### config.mk
export PLATFORM = sky130hd
export DESIGN_NAME = prog_loader
export DESIGN_NICKNAME = d
export VERILOG_FILES = /design/src/rtl/prog_loader_pkg.sv /design/src/rtl/prog_loader_run_timer.sv /design/src/rtl/prog_loader.sv
export SDC_FILE = /design/constraint.sdc
export NUM_CORES = 1
export LEC_CHECK = 0
export CAP_MARGIN = 20
export CORE_UTILIZATION = 53
export DETAILED_ROUTE_END_ITERATION = 10
export GPL_TIMING_DRIVEN = 0
export PLACE_DENSITY = 0.81
export SKIP_LAST_GASP = 1
export SYNTH_ARGS = -nofsm -noshare
export SYNTH_HDL_FRONTEND = slang
export SYNTH_HIERARCHICAL = 1
export SYNTH_SLANG_ARGS = --single-unit
### constraint.sdc
create_clock -name clk -period 6.8 [get_ports clk]
set_clock_uncertainty 0.05 [all_clocks]
set_input_delay 1.36 -clock clk [delete_from_list [all_inputs] [get_ports clk]]
set_output_delay 1.36 -clock clk [all_outputs]
set_load 0.05 [all_outputs]
### src/rtl/prog_loader_pkg.sv
// Shared state and status encodings for the program loader.
package prog_loader_pkg;

  typedef logic [2:0] state_t;

  localparam state_t S_IDLE    = 3'd0;
  localparam state_t S_LOAD    = 3'd1;
  localparam state_t S_RELEASE = 3'd2;
  localparam state_t S_RUN     = 3'd3;
  localparam state_t S_HALT    = 3'd4;

  localparam logic [1:0] ST_NONE = 2'b00;
  localparam logic [1:0] ST_PASS = 2'b01;
  localparam logic [1:0] ST_OVF  = 2'b10;
  localparam logic [1:0] ST_TMO  = 2'b11;

endpackage

### src/rtl/prog_loader_run_timer.sv
// 16-bit saturating run-cycle counter with clear/enable and a watchdog hit flag.
module run_timer #(
  parameter int unsigned WDOG = 65535
) (
  input  logic        clk_i,
  input  logic        rst_ni,
  input  logic        clr_i,
  input  logic        en_i,
  output logic [15:0] count_o,
  output logic        hit_o
);

  localparam logic [16:0] LIMIT = {1'b0, WDOG[15:0]};

  logic [15:0] count_q, count_d;

  always_comb begin
    count_d = count_q;
    if (clr_i) begin
      count_d = '0;
    end else if (en_i && ({1'b0, count_q} < LIMIT)) begin
      count_d = count_q + 16'd1;
    end
  end

  always_ff @(posedge clk_i) begin
    if (!rst_ni) begin
      count_q <= '0;
    end else begin
      count_q <= count_d;
    end
  end

  // Flags the enabled cycle whose increment lands the count on the limit.
  assign hit_o   = en_i && (({1'b0, count_q} + 17'd1) >= LIMIT);
  assign count_o = count_q;

endmodule

### src/rtl/prog_loader.sv
// Streams a program into instruction memory, releases the core from reset,
// then supervises the run until done or watchdog timeout.
module prog_loader
  import prog_loader_pkg::*;
#(
  parameter int unsigned D         = 12,
  parameter int unsigned W         = 9,
  parameter int unsigned MAX_WORDS = 4096,
  parameter int unsigned WDOG      = 65535
) (
  input  logic         clk,
  input  logic         reset,
  input  logic         start,
  input  logic         s_valid,
  input  logic [W-1:0] s_data,
  input  logic         s_last,
  output logic         s_ready,
  output logic         im_wr_en,
  output logic [D-1:0] im_addr,
  output logic [W-1:0] im_data,
  output logic         core_reset,
  input  logic         core_done,
  output logic         busy,
  output logic [1:0]   status,
  output logic [15:0]  run_cycles,
  output logic [D:0]   word_count
);

  localparam int unsigned LAST_IDX_I = MAX_WORDS - 1;
  localparam logic [D:0]  LAST_IDX   = LAST_IDX_I[D:0];

  state_t       state_q, state_d;
  logic [D:0]   wc_q, wc_d;
  logic [1:0]   status_q, status_d;
  logic         rel_q, rel_d;
  logic         wr_en_q;
  logic [D-1:0] addr_q;
  logic [W-1:0] data_q;
  logic         hs;
  logic         launch;
  logic         tmr_hit;

  assign s_ready = (state_q == S_LOAD);
  assign hs      = s_valid & s_ready;
  assign launch  = start && ((state_q == S_IDLE) || (state_q == S_HALT));

  always_comb begin
    state_d  = state_q;
    wc_d     = wc_q;
    status_d = status_q;
    rel_d    = rel_q;
    case (state_q)
      S_IDLE, S_HALT: begin
        if (launch) begin
          state_d  = S_LOAD;
          wc_d     = '0;
          status_d = ST_NONE;
        end
      end
      S_LOAD: begin
        if (hs) begin
          wc_d = wc_q + (D+1)'(1);
          if (s_last) begin
            state_d = S_RELEASE;
            rel_d   = 1'b0;
          end else if (wc_q == LAST_IDX) begin
            state_d  = S_HALT;
            status_d = ST_OVF;
          end
        end
      end
      S_RELEASE: begin
        // Two cycles in reset so the final memory write lands first.
        rel_d = 1'b1;
        if (rel_q) begin
          state_d = S_RUN;
        end
      end
      S_RUN: begin
        if (core_done) begin
          state_d  = S_HALT;
          status_d = ST_PASS;
        end else if (tmr_hit) begin
          state_d  = S_HALT;
          status_d = ST_TMO;
        end
      end
      default: state_d = S_IDLE;
    endcase
  end

  always_ff @(posedge clk) begin
    if (!reset) begin
      state_q  <= S_IDLE;
      wc_q     <= '0;
      status_q <= ST_NONE;
      rel_q    <= 1'b0;
      wr_en_q  <= 1'b0;
      addr_q   <= '0;
      data_q   <= '0;
    end else begin
      state_q  <= state_d;
      wc_q     <= wc_d;
      status_q <= status_d;
      rel_q    <= rel_d;
      wr_en_q  <= hs;
      if (hs) begin
        addr_q <= wc_q[D-1:0];
        data_q <= s_data;
      end
    end
  end

  run_timer #(
    .WDOG(WDOG)
  ) u_run_timer (
    .clk_i  (clk),
    .rst_ni (reset),
    .clr_i  (launch),
    .en_i   (state_q == S_RUN),
    .count_o(run_cycles),
    .hit_o  (tmr_hit)
  );

  assign im_wr_en   = wr_en_q;
  assign im_addr    = addr_q;
  assign im_data    = data_q;
  assign core_reset = (state_q != S_RUN);
  assign busy       = (state_q == S_LOAD) || (state_q == S_RELEASE) || (state_q == S_RUN);
  assign status     = status_q;
  assign word_count = wc_q;

endmodule

Word-level counts from Yosys, hierarchy flattened
Cells that the tools add are included.
Cells by class
  $add $sub $neg: 3
  muxes and demuxes: 21
  bitwise operators: 2
  reduce and logical (&&, ||, !) cells: 16
  order comparisons: 2
  equal/unequal tests: 14
Operator list (count)
  2-to-1 mux 13 bit: 2
  case mux 13 bit (2 select lines): 1
  2-to-1 mux 3 bit: 7
  adder 16 x 1 -> 17 bit, second input constant: 1
  greater-or-equal comparator 17 x 16 -> 1 bit, second input constant: 1
  adder 16 x 1 -> 16 bit, second input constant: 1
  less-than comparator 16 bit, second input constant: 1
  adder 13 x 1 -> 13 bit, second input constant: 1
  == test 13 x 12 -> 1 bit, second input constant: 1
  2-to-1 mux 2 bit: 6
  case mux 3 bit (4 select lines): 1
  != test 2 bit, second input constant: 4
  == test 3 x 2 -> 1 bit, second input constant: 2
  != test 3 x 2 -> 1 bit, second input constant: 2
  case mux 2 bit (3 select lines): 1
  AND reduction 3 bit: 2
  AND reduction 6 bit: 1
  AND reduction 5 bit: 1
  != test 2 x 1 -> 1 bit, second input constant: 2
  nonzero test 2 bit: 2
  OR reduction 2 bit: 2
  == test 3 x 1 -> 1 bit, second input constant: 1
  == test 3 bit, second input constant: 1
  logical AND 1 bit: 3
  8 further kinds: 11
Storage, ports and cells
  input bits: 15
  register bits: 57
  output and inout port bits: 56

Depth between registers and ports, before layout
Gate-level depths: netlist of the first run.
  word-level depth: 6
  mapped depth: 13
  depth with buffers taken out: 11

By module
The synthesis of the first run kept the hierarchy.
Modules (own cells, without submodules)
  prog_loader: cells an instance 223, area an instance 1865.5 um^2, instances 1
  run_timer: cells an instance 124, area an instance 1042.2 um^2, instances 1

Worst setup path after synthesis of the first run
OpenSTA, ideal clock, no wires.
  kind: reg-to-reg
  from: register state_q[0]
  to: register state_q[2]
  setup time: 0.072 ns
  arrival time: 3.288 ns
  path slack: 3.390 ns
  cell stages (with the launch flop): 14
  cell sequence: dfxtp_1 -> buf_2 -> nor2b_1 -> nand2_1 -> inv_1 -> buf_1 -> nand3_1 -> a2111oi_0 -> o221ai_1 -> o32ai_1 -> o21ai_0 -> and3_1 -> a211oi_1 -> mux2i_1
On the way
  elaborated cells between the ends (all ways): 17
  classes of those cells: 9 x eq/ne; 1 x mux; 1 x bitwise; 6 x reduce/logical
RTL lines
  start, declared: RTL line prog_loader.sv:32  | state_t state_q, state_d;
  start signal, assigned: RTL line prog_loader.sv:102  | state_q <= state_d;
  == test 3 x 2 -> 1 bit: RTL line prog_loader.sv:120  | .en_i (state_q == S_RUN),
  logical AND 1 bit: RTL line prog_loader_run_timer.sv:35  | assign hit_o = en_i && (({1'b0, count_q} + 17'd1) >= LIMIT);
  named net tmr_hit: RTL line prog_loader.sv:41  | logic tmr_hit;
  != test 3 bit (no source line)
  AND reduction 5 bit (no source line)
The timed path passes the listed nets, and every way through them passes these cells.
A chain may end at the register's enable or synchronous reset.

Final worst setup path of the first run
Same ends and word-level chain as after synthesis.

==> out/summary.md, run 1 <==
• **mapped cell area** 2910 um^2
• **Setup-failing EPs final** 0
• **power density normalized to cell area** 206 nW/um^2
• **final max-slew violation count** 0
• **CP endpoint kind** flop
• **worst path setup slack after routing** 3.02 ns
• **met2 GRT Util** 41.1%
• **number of nets in the layout** 446
• **endpoint of the most critical register-to-register path** state_q[2]
• **first-pass GRT wire length** 11900 um
• **gr usage total** 25.0%
• **largest net degree at the start of global routing** 11
• **Hold Violations, Final** 0
• **clk slew on worst S/H paths** 0.07 ns
• **# DRC** 0
• **final weighted congestion in routability-driven placement** 0.881
• **final WL** 7170 um
• **GRT Max-Usage Layer** met2
• **synthesized flop and latch total** 57
• **total core area** 5200 um^2
• **kind of critical path** reg2reg
• **Layout area overhead** 35.0%
• **Syn Nets** 365
• **Pre-antenna DRT Iters** 5
• **area leader, netlist** sky130_fd_sc_hd__dfxtp_1
• **worst-case setup slack after placement** 3.07 ns
• **average via count per standard cell** 5.65
• **Mean Syn Cell Area** 8.38 um^2
• **fraction of layout cells with a size suffix above 1** 9.49%
• **count of pins on the block boundary** 71
• **number of instances in the synthesized netlist** 347
• **Max Clk Rate** 265 MHz
• **Warnings, synthesis** 6
• **post-cts hold buffer count** 0
• **grt total ovfl** 0
• **die extent in x** 76.1 um
• **depth of the worst hold-timing path** 2
• **leakage dissipation** 1.36 nW
• **required time at the worst-slack endpoint** 7.01 ns
• **number of cells on the worst reg-to-reg path** 13
• **met3 routing resource usage after global routing** 4.43%
• **most frequent cells after synthesis** 60 x sky130_fd_sc_hd__nand2_1, 57 x sky130_fd_sc_hd__dfxtp_1, 24 x sky130_fd_sc_hd__a21boi_0, 24 x sky130_fd_sc_hd__nor2_1, 16 x sky130_fd_sc_hd__a21oi_1
• **share of synthesized registers carrying an async set or reset** 0%
• **cell with the most instances after synthesis** sky130_fd_sc_hd__nand2_1
• **HPWL reported at the end of detailed placement** 5040 um
• **maximum root-to-sink buffer count** 2
• **setup TNS** 0 ns
• **CTS tree** built
• **Design Power** 808 uW
• **H-tree levels** 3
• **standard-cell rows** 26
• **unrepaired setup endpoints after global routing** false
• **fillers** 422
• **sequential cell area** 1140 um^2
• **Worst Tran Pin Value** 0.753 ns
• **clock period minus final worst setup slack** 3.78 ns
• **# resized after CTS** 0
• **total of max-cap violations** 0
• **area of combinational cells with multiple inputs** 1620 um^2
• **end of the worst hold path** im_addr[6]
• **via count of the first global-routing pass** 2533
• **starting density of the core** 55.9%
• **Seq/Total Area, Yosys** 39.2%
• **number of sinks driven by the clock tree** 57
• **share of the core filled with cells in the final layout** 75.4%
• **category of the worst setup path launch point** flop
• **number of synthesized flops with an enable pin** 0
• **post-route clock period utilization** 55.6%
• **slew margin rel.** 49.4%
• **worst-path maximum fanout** 10
• **start of the worst register-to-register path** state_q[0]
• **worst hold slack after final layout** 0.412 ns
• **VDD IR max** 147 uV
• **root buffer cell** sky130_fd_sc_hd__clkbuf_8
• **number of violations reported at the end of detailed-routing iteration 0** 155
• **total number of vias** 2838
• **die area** 5790 um^2
• **global-route track usage on met1** 33.7%
• **outcome** completed
• **number of buffers inserted to repair setup after CTS** 0
• **beginning of the worst hold path** im_addr[6]
• **share of the synthesized area in the top cell type** 39.2%
• **worst-skew pair later-pin latency** 0.33 ns
• **count of unique library cells instantiated by Yosys** 63
• **average wire per standard cell** 14.3 um
• **Inserted Clock Buffers** 9
• **main area contributors after synthesis** sky130_fd_sc_hd__dfxtp_1 39%, sky130_fd_sc_hd__nand2_1 7.7%, sky130_fd_sc_hd__a21boi_0 6.2%
• **Crit path arrival time** 3.99 ns
• **worst min path class** reg2reg
• **initial antenna violation count** 0
• **diode insertion count for antenna repair** 0
• **height of the die** 76.1 um
• **top_reg_cell synth** sky130_fd_sc_hd__dfxtp_1
• **number of routed nets with antenna violations** 0
• **number of port buffers** 70
• **flop2flop setup slack** 3.02 ns
## routing by layer
layer | share of wire [%] | vias up | wire length [um]
met5 | 0 | - | 0
met4 | 0.88 | 0 | 63
met3 | 5.3 | 6 | 379
met2 | 46 | 102 | 3300
met1 | 48 | 1322 | 3430
li1 | - | 1408 | -
## flip-flops by register name, indices dropped and copies added, names as in the netlist
| name | flops |
|---|---|
| status | 2 |
| rel_q | 1 |
| im_addr | 12 |
| im_data | 9 |
| u_run_timer/count_o | 16 |
| word_count | 13 |
| im_wr_en | 1 |
| state_q | 3 |
## worst max-delay path, cell delays in order (launching register included)
cell                        delay [ns]
sky130_fd_sc_hd__dfxtp_1          0.34
sky130_fd_sc_hd__buf_2            0.21
sky130_fd_sc_hd__nor2b_1          0.38
sky130_fd_sc_hd__nand2_1          0.15
sky130_fd_sc_hd__inv_1            0.14
sky130_fd_sc_hd__buf_1            0.39
sky130_fd_sc_hd__nand3_1          0.20
sky130_fd_sc_hd__a2111oi_0        0.35
sky130_fd_sc_hd__o221ai_1         0.20
sky130_fd_sc_hd__o32ai_1          0.37
sky130_fd_sc_hd__o21ai_0          0.17
sky130_fd_sc_hd__and3_1           0.24
sky130_fd_sc_hd__a211oi_1         0.29
sky130_fd_sc_hd__mux2i_1          0.21
## how the worst max path moves through the flow
stage               startpoint  slack, ns         end
CTS                 state_q[0]       3.06  state_q[2]
finish              state_q[0]       3.02  state_q[2]
global route        state_q[0]       2.68  state_q[2]
global placement    state_q[0]       3.10  state_q[2]
floorplan           state_q[0]       3.39  state_q[2]
detailed placement  state_q[0]       3.07  state_q[2]
## layout make-up
| class | count | share of cell area (%) |
|---|---|---|
| Clock buffer | 13 | 4.30 |
| Clock inverter | 2 | 1.53 |
| Timing Repair Buffer | 70 | 17.9 |
| Multi-Input combinational cell | 262 | 41.4 |
| Tap cell | 70 | 2.23 |
| Buffer | 20 | 2.87 |
| Sequential cell | 57 | 29.1 |
| Inverter | 8 | 0.765 |
## cell families (layout without fill, tap and decap cells)
kind of cell / Yosys count / after routing / share of synthesized area [%]
and+or+nand+nor: 156 / 156 / 28.8
buffers and inverters: 28 / 113 / 4.91
adders and majority gates: 3 / 3 / 1.29
muxes: 2 / 2 / 0.688
xor gates and xnor gates: 12 / 12 / 3.61
AOI/OAI and AO/OA: 89 / 89 / 21.5
DFF: 57 / 57 / 39.2
## where the power goes
part	leakage, nW	switching [mW]	internal (mW)
Clock	0.116	0.130	0.235
Combinational	0.786	0.0626	0.0363
Sequential	0.460	0.00396	0.340
Total	1.36	0.197	0.611
## through the flow
step                      instance area [um^2]  instances
after floorplan                           2910        347
after global placement                    3700        487
after detailed placement                  3700        487
after CTS                                 3930        502
after global routing                      3930        502
final                                     3930        502
## cells in the final DEF (no fill, tap or decap), types with 3 or more instances in the layout
cell type,n
sky130_fd_sc_hd__nor2b_1,4
sky130_fd_sc_hd__nand4_1,6
sky130_fd_sc_hd__o211ai_2,3
sky130_fd_sc_hd__nand3_1,10
sky130_fd_sc_hd__a21oi_1,16
sky130_fd_sc_hd__buf_2,3
sky130_fd_sc_hd__a31oi_1,7
sky130_fd_sc_hd__or4_1,6
sky130_fd_sc_hd__a21boi_0,24
sky130_fd_sc_hd__nor2_1,24
sky130_fd_sc_hd__nand2_1,60
sky130_fd_sc_hd__buf_4,5
sky130_fd_sc_hd__and3_1,4
sky130_fd_sc_hd__clkbuf_1,10
sky130_fd_sc_hd__dfxtp_1,57
sky130_fd_sc_hd__nand2b_1,5
sky130_fd_sc_hd__o2111ai_1,3
sky130_fd_sc_hd__nand4b_1,3
sky130_fd_sc_hd__or2_2,3
sky130_fd_sc_hd__inv_1,8
sky130_fd_sc_hd__ha_1,3
sky130_fd_sc_hd__nor3_1,6
sky130_fd_sc_hd__xor2_1,8
sky130_fd_sc_hd__nand3b_1,3
sky130_fd_sc_hd__xnor2_1,4
sky130_fd_sc_hd__o31ai_1,5
sky130_fd_sc_hd__clkdlybuf4s50_1,70
sky130_fd_sc_hd__clkbuf_8,12
sky130_fd_sc_hd__o21ai_0,13
No activity file was read; power rests on OpenSTA's default activity.
==> run 2: changes to the inputs <==
--- a/config.mk
+++ b/config.mk
@@ -6,10 +6,10 @@
 export NUM_CORES = 1
 export LEC_CHECK = 0
 export CAP_MARGIN = 20
-export CORE_UTILIZATION = 53
+export CORE_UTILIZATION = 49
 export DETAILED_ROUTE_END_ITERATION = 10
 export GPL_TIMING_DRIVEN = 0
-export PLACE_DENSITY = 0.81
+export PLACE_DENSITY = 0.75
 export SKIP_LAST_GASP = 1
 export SYNTH_ARGS = -nofsm -noshare
 export SYNTH_HDL_FRONTEND = slang
==> constraint.sdc (replaced) <==
create_clock -name clk -period 3.5 [get_ports clk]
set_clock_uncertainty 0.05 [all_clocks]
set_input_delay 0.7 -clock clk [delete_from_list [all_inputs] [get_ports clk]]
set_output_delay 0.7 -clock clk [all_outputs]
set_load 0.05 [all_outputs]
==> out/summary.md, run 2 (synthesis results as in run 1) <==
• **count of pins on the block boundary** 71, unchanged
• **Post-Layout Inst Area** 3940 um^2, was 3930 um^2
• **initial antenna violation count** 0, unchanged
• **worst-case setup slack after placement** -0.156 ns, was 3.07 ns
• **kind of critical path** reg2reg, unchanged
• **area of combinational cells with multiple inputs** 1630 um^2, was 1620 um^2
• **number of routed nets with antenna violations** 0, unchanged
• **Max Clk Rate** 307 MHz, was 265 MHz
• **share of the core filled with cells in the final layout** 70.2%, was 75.4%
• **Critical Path Max Stage Delay** 0.34 ns, was 0.39 ns
• **worst path setup slack after routing** 0.245 ns, was 3.02 ns
• **power density normalized to cell area** 397 nW/um^2, was 206 nW/um^2
• **average via count per standard cell** 5.59, was 5.65
• **number of buffers inserted to repair setup after CTS** 0, unchanged
• **standard-cell rows** 27, was 26
• **largest net degree at the start of global routing** 13, was 11
• **worst-skew pair later-pin latency** 0.33 ns, about the same
• **diode insertion count for antenna repair** 0, unchanged
• **required time at the worst-slack endpoint** 3.71 ns, was 7.01 ns
• **slew margin rel.** 59.1%, was 49.4%
• **die extent in x** 79.0 um, was 76.1 um
• **Worst Tran Pin Value** 0.609 ns, was 0.753 ns
• **Crit path arrival time** 3.46 ns, was 3.99 ns
• **HPWL reported at the end of detailed placement** 5030 um, was 5040 um
• **most common cell after layout, fill and taps aside** sky130_fd_sc_hd__clkdlybuf4s50_1, unchanged
• **final weighted congestion in routability-driven placement** 0.900, was 0.881
• **Layout area overhead** 35.4%, was 35.0%
• **final max-slew violation count** 0, unchanged
• **first-pass GRT wire length** 11700 um, was 11900 um
• **commonest cells after routing, fill and taps aside** 70 x sky130_fd_sc_hd__clkdlybuf4s50_1, 60 x sky130_fd_sc_hd__nand2_1, 57 x sky130_fd_sc_hd__dfxtp_1, unchanged
• **post-cts hold buffer count** 0, unchanged
• **Inserted Clock Buffers** 9, unchanged
• **total core area** 5610 um^2, was 5200 um^2
• **starting density of the core** 51.9%, was 55.9%
• **unrepaired setup endpoints after global routing** false, unchanged
• **cell at the slowest stage of the critical path** sky130_fd_sc_hd__dfxtp_1, was sky130_fd_sc_hd__buf_1
• **worst hold slack after final layout** 0.411 ns, was 0.412 ns
• **final WL** 7250 um, was 7170 um
• **number of port buffers** 70, unchanged
• **Placed Instance Area** 3700 um^2, about the same
• **gr usage total** 23.6%, was 25.0%
• **clk slew on worst S/H paths** 0.07 ns, about the same
• **worst-path maximum fanout** 12, was 10
• **number of nets in the layout** 445, was 446
• **CP endpoint kind** flop, unchanged
• **die area** 6250 um^2, was 5790 um^2
• **grt total ovfl** 0, unchanged
• **total number of vias** 2816, was 2838
• **# DRC** 0, unchanged
• **maximum root-to-sink buffer count** 2, unchanged
• **VDD IR max** 237 uV, was 147 uV
• **crit-path leading delay family** compound AO/OA/AOI/OAI gates, unchanged
• **flip-flop count of the largest register after layout** 16, unchanged
• **post-route clock period utilization** 93.0%, was 55.6%
• **worst min path class** reg2reg, unchanged
• **fraction of layout cells with a size suffix above 1** 10.6%, was 9.49%
• **sequential cell area** 1140 um^2, unchanged
• **Pre-antenna DRT Iters** 4, was 5
• **clock period minus final worst setup slack** 3.25 ns, was 3.78 ns
• **buffers and inverters on the worst path** 2, was 3
• **Setup-failing EPs final** 0, unchanged
• **H-tree levels** 3, unchanged
• **fillers** 503, was 422
• **root buffer cell** sky130_fd_sc_hd__clkbuf_8, unchanged
• **Hold Violations, Final** 0, unchanged
• **total of max-cap violations** 0, unchanged
• **outcome** completed, unchanged
• **leakage dissipation** 1.35 nW, was 1.36 nW
• **height of the die** 79.0 um, was 76.1 um
• **category of the worst setup path launch point** flop, unchanged
• **average wire per standard cell** 14.4 um, was 14.3 um
• **number of sinks driven by the clock tree** 57, unchanged
• **via count of the first global-routing pass** 2504, was 2533
• **number of violations reported at the end of detailed-routing iteration 0** 132, was 155
• **crit path cell chain** buf_2 > nor2b_2 > nand2_1 > clkinvlp_4 > nand3_1 > a2111oi_0 > o221ai_1 > o32ai_2 > o21ai_0 > and3_1 > a211oi_1 > mux2i_1, was buf_2 > nor2b_1 > nand2_1 > inv_1 > buf_1 > nand3_1 > a2111oi_0 > o221ai_1 > o32ai_1 > o21ai_0 > and3_1 > a211oi_1 > mux2i_1
• **CTS tree** built, unchanged
run 2: cell count changes in the layout (fill, tap and decap cells not counted):
cell,delta
sky130_fd_sc_hd__clkbuf_8,-1
sky130_fd_sc_hd__nor2b_2,+1
sky130_fd_sc_hd__clkinvlp_4,+2
sky130_fd_sc_hd__buf_1,-1
sky130_fd_sc_hd__inv_1,-1
sky130_fd_sc_hd__o32ai_1,-1
sky130_fd_sc_hd__clkbuf_1,-1
sky130_fd_sc_hd__clkinv_2,+2
sky130_fd_sc_hd__o32ai_2,+1
sky130_fd_sc_hd__nor2b_1,-1
run 2: final cells by class:
| class | instances | share of cell area (%) |
|---|---|---|
| Sequential cell | 57 | 29.0 |
| Tap cell | 72 | 2.29 |
| Buffer | 19 | 2.76 |
| Clock buffer | 11 | 3.84 |
| Multi-Input combinational cell | 262 | 41.5 |
| Inverter | 8 | 0.858 |
| Clock inverter | 5 | 1.97 |
| Timing Repair Buffer | 70 | 17.8 |
run 2: final timing paths:
kind | start | end | slack (ns) | depth (start not counted)
worst min register to register | im_addr[6] | im_addr[6] | 0.41 | 2
worst max-delay path | state_q[0] | state_q[2] | 0.25 | 12
worst max register to register | state_q[0] | state_q[2] | 0.25 | 12
worst min-delay path | im_addr[6] | im_addr[6] | 0.41 | 2
run 2: per-layer routing:
layer | vias to the layer above | global-route usage [%] | routed length (um)
met5 | - | 0 | 0
met4 | 0 | 10.4 | 72
met3 | 8 | 3.33 | 379
met2 | 95 | 38.4 | 3440
met1 | 1303 | 31.0 | 3360
li1 | 1410 | - | -
run 2: through the flow:
| stage | power, mW | std cells | setup TNS [ns] |
|---|---|---|---|
| CTS | 1.58 | 504 | 0 |
| global placement | 0.873 | 489 | -0.400 |
| global route | 1.62 | 504 | 0 |
| finish | 1.56 | 504 | 0 |
| floorplan | 0.808 | 347 | 0 |
| detailed placement | 0.875 | 489 | -0.290 |
run 2: worst register-to-register path, stage by stage, from the launching register on:
cell and delay, ns:
sky130_fd_sc_hd__dfxtp_1 0.34, sky130_fd_sc_hd__buf_2 0.21, sky130_fd_sc_hd__nor2b_2 0.30, sky130_fd_sc_hd__nand2_1 0.15, sky130_fd_sc_hd__clkinvlp_4 0.22, sky130_fd_sc_hd__nand3_1 0.17
sky130_fd_sc_hd__a2111oi_0 0.34, sky130_fd_sc_hd__o221ai_1 0.23, sky130_fd_sc_hd__o32ai_2 0.31, sky130_fd_sc_hd__o21ai_0 0.14, sky130_fd_sc_hd__and3_1 0.22, sky130_fd_sc_hd__a211oi_1 0.28
sky130_fd_sc_hd__mux2i_1 0.21
run 2: what timing repair did:
action | in CTS | in global routing
endpoints found under the setup margin | 4 | 3
cloned | 0 | 0
resized for setup | 1 | 2
run 2: power breakdown:
| part | switching, mW | internal, mW |
|---|---|---|
| clock | 0.264 | 0.437 |
| combinational | 0.121 | 0.0710 |
| sequential | 0.00760 | 0.661 |
==> run 3: changes to the inputs <==
--- a/config.mk
+++ b/config.mk
@@ -5,6 +5,7 @@
 export SDC_FILE = /design/constraint.sdc
 export NUM_CORES = 1
 export LEC_CHECK = 0
+export ABC_AREA = 1
 export CAP_MARGIN = 20
 export CORE_UTILIZATION = 49
 export DETAILED_ROUTE_END_ITERATION = 10
==> out/summary.md, run 3 <==
• **post-route clock period utilization** 77.0%, was 93.0%
• **area of combinational cells with multiple inputs** 1460 um^2, was 1630 um^2
• **Worst Tran Pin Value** 0.515 ns, was 0.609 ns
• **main area contributors after synthesis** sky130_fd_sc_hd__dfxtp_1 40%, sky130_fd_sc_hd__nand2_1 12%, sky130_fd_sc_hd__nor2_1 10%, was sky130_fd_sc_hd__dfxtp_1 39%, sky130_fd_sc_hd__nand2_1 7.7%, sky130_fd_sc_hd__a21boi_0 6.2%
• **cell with the most instances after synthesis** sky130_fd_sc_hd__nand2_1, unchanged
• **number of port buffers** 70, unchanged
• **final max-slew violation count** 0, unchanged
• **gr usage total** 25.0%, was 23.6%
• **maximum root-to-sink buffer count** 2, unchanged
• **synthesized flop and latch total** 57, unchanged
• **total number of vias** 3000, was 2816
• **worst-skew pair later-pin latency** 0.33 ns, about the same
• **number of buffers inserted to repair setup after CTS** 0, unchanged
• **average wire per standard cell** 12.3 um, was 14.4 um
• **worst hold slack after final layout** 0.416 ns, was 0.411 ns
• **area leader, netlist** sky130_fd_sc_hd__dfxtp_1, unchanged
• **number of nets in the layout** 524, was 445
• **outcome** completed, unchanged
• **slew margin rel.** 65.5%, was 59.1%
• **Layout area overhead** 33.6%, was 35.4%
• **count of pins on the block boundary** 71, unchanged
• **number of instances in the synthesized netlist** 425, was 347
• **endpoint of the most critical register-to-register path** state_q[1], was state_q[2]
• **CP endpoint kind** output pin, was flop
• **fillers** 496, was 503
• **number of violations reported at the end of detailed-routing iteration 0** 94, was 132
• **adder and majority gate portion of the synthesized area** 1.31%, was 1.29%
• **clk slew on worst S/H paths** 0.07 ns, about the same
• **most frequent cells after synthesis** 90 x sky130_fd_sc_hd__nand2_1, 79 x sky130_fd_sc_hd__nor2_1, 57 x sky130_fd_sc_hd__dfxtp_1, was 60 x sky130_fd_sc_hd__nand2_1, 57 x sky130_fd_sc_hd__dfxtp_1, 24 x sky130_fd_sc_hd__a21boi_0, 24 x sky130_fd_sc_hd__nor2_1, 16 x sky130_fd_sc_hd__a21oi_1
• **post-cts hold buffer count** 0, unchanged
• **share of synthesized registers carrying an async set or reset** 0%, unchanged
• **mapped cell area** 2870 um^2, was 2910 um^2
• **required time at the worst-slack endpoint** 2.75 ns, was 3.71 ns
• **average via count per standard cell** 5.15, was 5.59
• **share of the synthesized area in the top cell type** 39.8%, was 39.2%
• **total core area** 5570 um^2, was 5610 um^2
• **largest family of logic cells by synthesized area** simple AND/OR/NAND/NOR gates, unchanged
• **Mean Syn Cell Area** 6.75 um^2, was 8.38 um^2
• **share of the synthesized area in compound gates (AO/OA/AOI/OAI)** 15.3%, was 21.5%
• **via count of the first global-routing pass** 2672, was 2504
• **number of routed nets with antenna violations** 0, unchanged
• **beginning of the worst hold path** rel_q, was im_addr[6]
• **flop2flop setup slack** 0.97 ns, was 0.25 ns
• **HPWL reported at the end of detailed placement** 5230 um, was 5030 um
• **start of the worst register-to-register path** u_run_timer/count_o[0], was state_q[0]
• **unrepaired setup endpoints after global routing** false, unchanged
• **root buffer cell** sky130_fd_sc_hd__clkbuf_8, unchanged
• **Hold Violations, Final** 0, unchanged
• **# resized after CTS** 0, was 1
• **Pre-antenna DRT Iters** 5, was 4
• **worst min path class** reg2reg, unchanged
• **Seq/Total Area, Yosys** 39.8%, was 39.2%
• **largest net degree at the start of global routing** 11, was 13
• **die area** 6170 um^2, was 6250 um^2
• **Warnings, synthesis** 6, unchanged
• **number of sinks driven by the clock tree** 57, unchanged
• **depth of the worst hold-timing path** 2, unchanged
• **worst-path maximum fanout** 5, was 12
• **Crit path arrival time** 1.95 ns, was 3.46 ns
• **die extent in x** 78.5 um, was 79.0 um
• **diode insertion count for antenna repair** 0, unchanged
• **H-tree levels** 3, unchanged
• **first-pass GRT wire length** 12100 um, was 11700 um
• **# DRC** 0, unchanged
• **standard-cell rows** 27, unchanged
• **power density normalized to cell area** 641 nW/um^2, was 397 nW/um^2
• **kind of critical path** reg2out, was reg2reg
• **count of unique library cells instantiated by Yosys** 30, was 63
• **total of max-cap violations** 0, unchanged
• **fraction of layout cells with a size suffix above 1** 8.61%, was 10.6%
• **simple-gate area share of the yosys netlist** 33.7%, was 28.8%
• **number of cells on the worst reg-to-reg path** 18, was 12
• **final WL** 7190 um, was 7250 um
• **Setup-failing EPs final** 0, unchanged
• **initial antenna violation count** 0, unchanged
• **most common cell after layout, fill and taps aside** sky130_fd_sc_hd__nand2_1, was sky130_fd_sc_hd__clkdlybuf4s50_1
• **Max Clk Rate** 371 MHz, was 307 MHz
• **flip-flop count of the largest register after layout** 16, unchanged
• **parity-gate share of the synthesized area counting xor and xnor cells** 0.610%, was 3.61%
• **clock period minus final worst setup slack** 2.70 ns, was 3.25 ns
• **VDD IR max** 430 uV, was 237 uV
• **grt total ovfl** 0, unchanged
• **top_reg_cell synth** sky130_fd_sc_hd__dfxtp_1, unchanged
• **Inserted Clock Buffers** 9, unchanged
• **number of synthesized flops with an enable pin** 0, unchanged
• **height of the die** 78.5 um, was 79.0 um
• **CTS tree** built, unchanged
• **end of the worst hold path** rel_q, was im_addr[6]
• **setup TNS** 0 ns, unchanged
• **final weighted congestion in routability-driven placement** 0.864, was 0.900
• **post-synthesis mux area share** 0%, was 0.688%
• **category of the worst setup path launch point** flop, unchanged
• **Syn Nets** 443, was 365
• **commonest cells after routing, fill and taps aside** 90 x sky130_fd_sc_hd__nand2_1, 79 x sky130_fd_sc_hd__nor2_1, 70 x sky130_fd_sc_hd__clkdlybuf4s50_1, was 70 x sky130_fd_sc_hd__clkdlybuf4s50_1, 60 x sky130_fd_sc_hd__nand2_1, 57 x sky130_fd_sc_hd__dfxtp_1
• **leakage dissipation** 1.52 nW, was 1.35 nW
• **starting density of the core** 51.5%, was 51.9%
• **sequential cell area** 1140 um^2, unchanged
==> run 3: cells by family after synthesis <==
family / count (synthesis)
AOI/OAI and AO/OA: 81
xor gates and xnor gates: 2
adders and majority gates: 3
buffers and inverters: 62
DFF: 57
and+or+nand+nor: 220
==> run 3: per-stage QoR <==
| step | setup WS [ns] | utilization (%) | std cells | total power, mW | cell area, um^2 |
|---|---|---|---|---|---|
| 5_1_grt | 0.621 | 68.8 | 583 | 2.62 | 3830 |
| 6_report | 0.805 | 68.8 | 583 | 2.46 | 3830 |
| 2_1_floorplan | 0.956 | - | 425 | 1.60 | 2870 |
| 4_1_cts | 0.781 | 68.8 | 583 | 2.47 | 3830 |
| 3_5_place_dp | 1.06 | 65.7 | 567 | 1.92 | 3660 |
| 3_3_place_gp | 1.09 | 65.7 | 567 | 1.91 | 3660 |
==> run 3: routing by layer <==
metal / track usage (%) / share of wire (%) / vias up
li1: - / - / 1525
met2: 41.8 / 49 / 83
met5: 0 / 0 / -
met1: 31.3 / 46 / 1385
met3: 5.12 / 4.4 / 7
met4: 9.63 / 0.86 / 0
==> run 3: where the power goes <==
| part | switching (mW) | internal, mW |
|---|---|---|
| sequential | 0.0884 | 0.755 |
| clock | 0.253 | 0.292 |
| combinational | 0.728 | 0.341 |
| total | 1.07 | 1.39 |
==> run 3: how the worst max path moves through the flow <==
stage                           startpoint                 endpoint  depth (start not counted)
CTS                             state_q[1]               core_reset                          4
floorplan           u_run_timer/count_o[0]               state_q[1]                         18
detailed placement  u_run_timer/count_o[0]               state_q[1]                         18
finish                          state_q[2]                  s_ready                          4
global route        u_run_timer/count_o[0]               state_q[1]                         19
global placement                     start  u_run_timer/count_o[13]                          7
==> run 3: area by class of cell <==
class                           count  share of cell area (%)
Multi-Input combinational cell    306                    38.1
Sequential cell                    57                    29.8
Timing Repair Buffer               70                    18.3
Inverter                           52                    5.12
Clock buffer                       13                    4.14
Tap cell                           72                    2.35
Buffer                             10                    1.83
Clock inverter                      3                   0.392
==> run 3: critical path: stages, from the launching register on <==
cell                              delay [ns]
sky130_fd_sc_hd__dfxtp_1                0.38
sky130_fd_sc_hd__inv_2                  0.09
sky130_fd_sc_hd__nand2_1                0.09
sky130_fd_sc_hd__nor2_1                 0.21
sky130_fd_sc_hd__clkdlybuf4s50_1        0.85
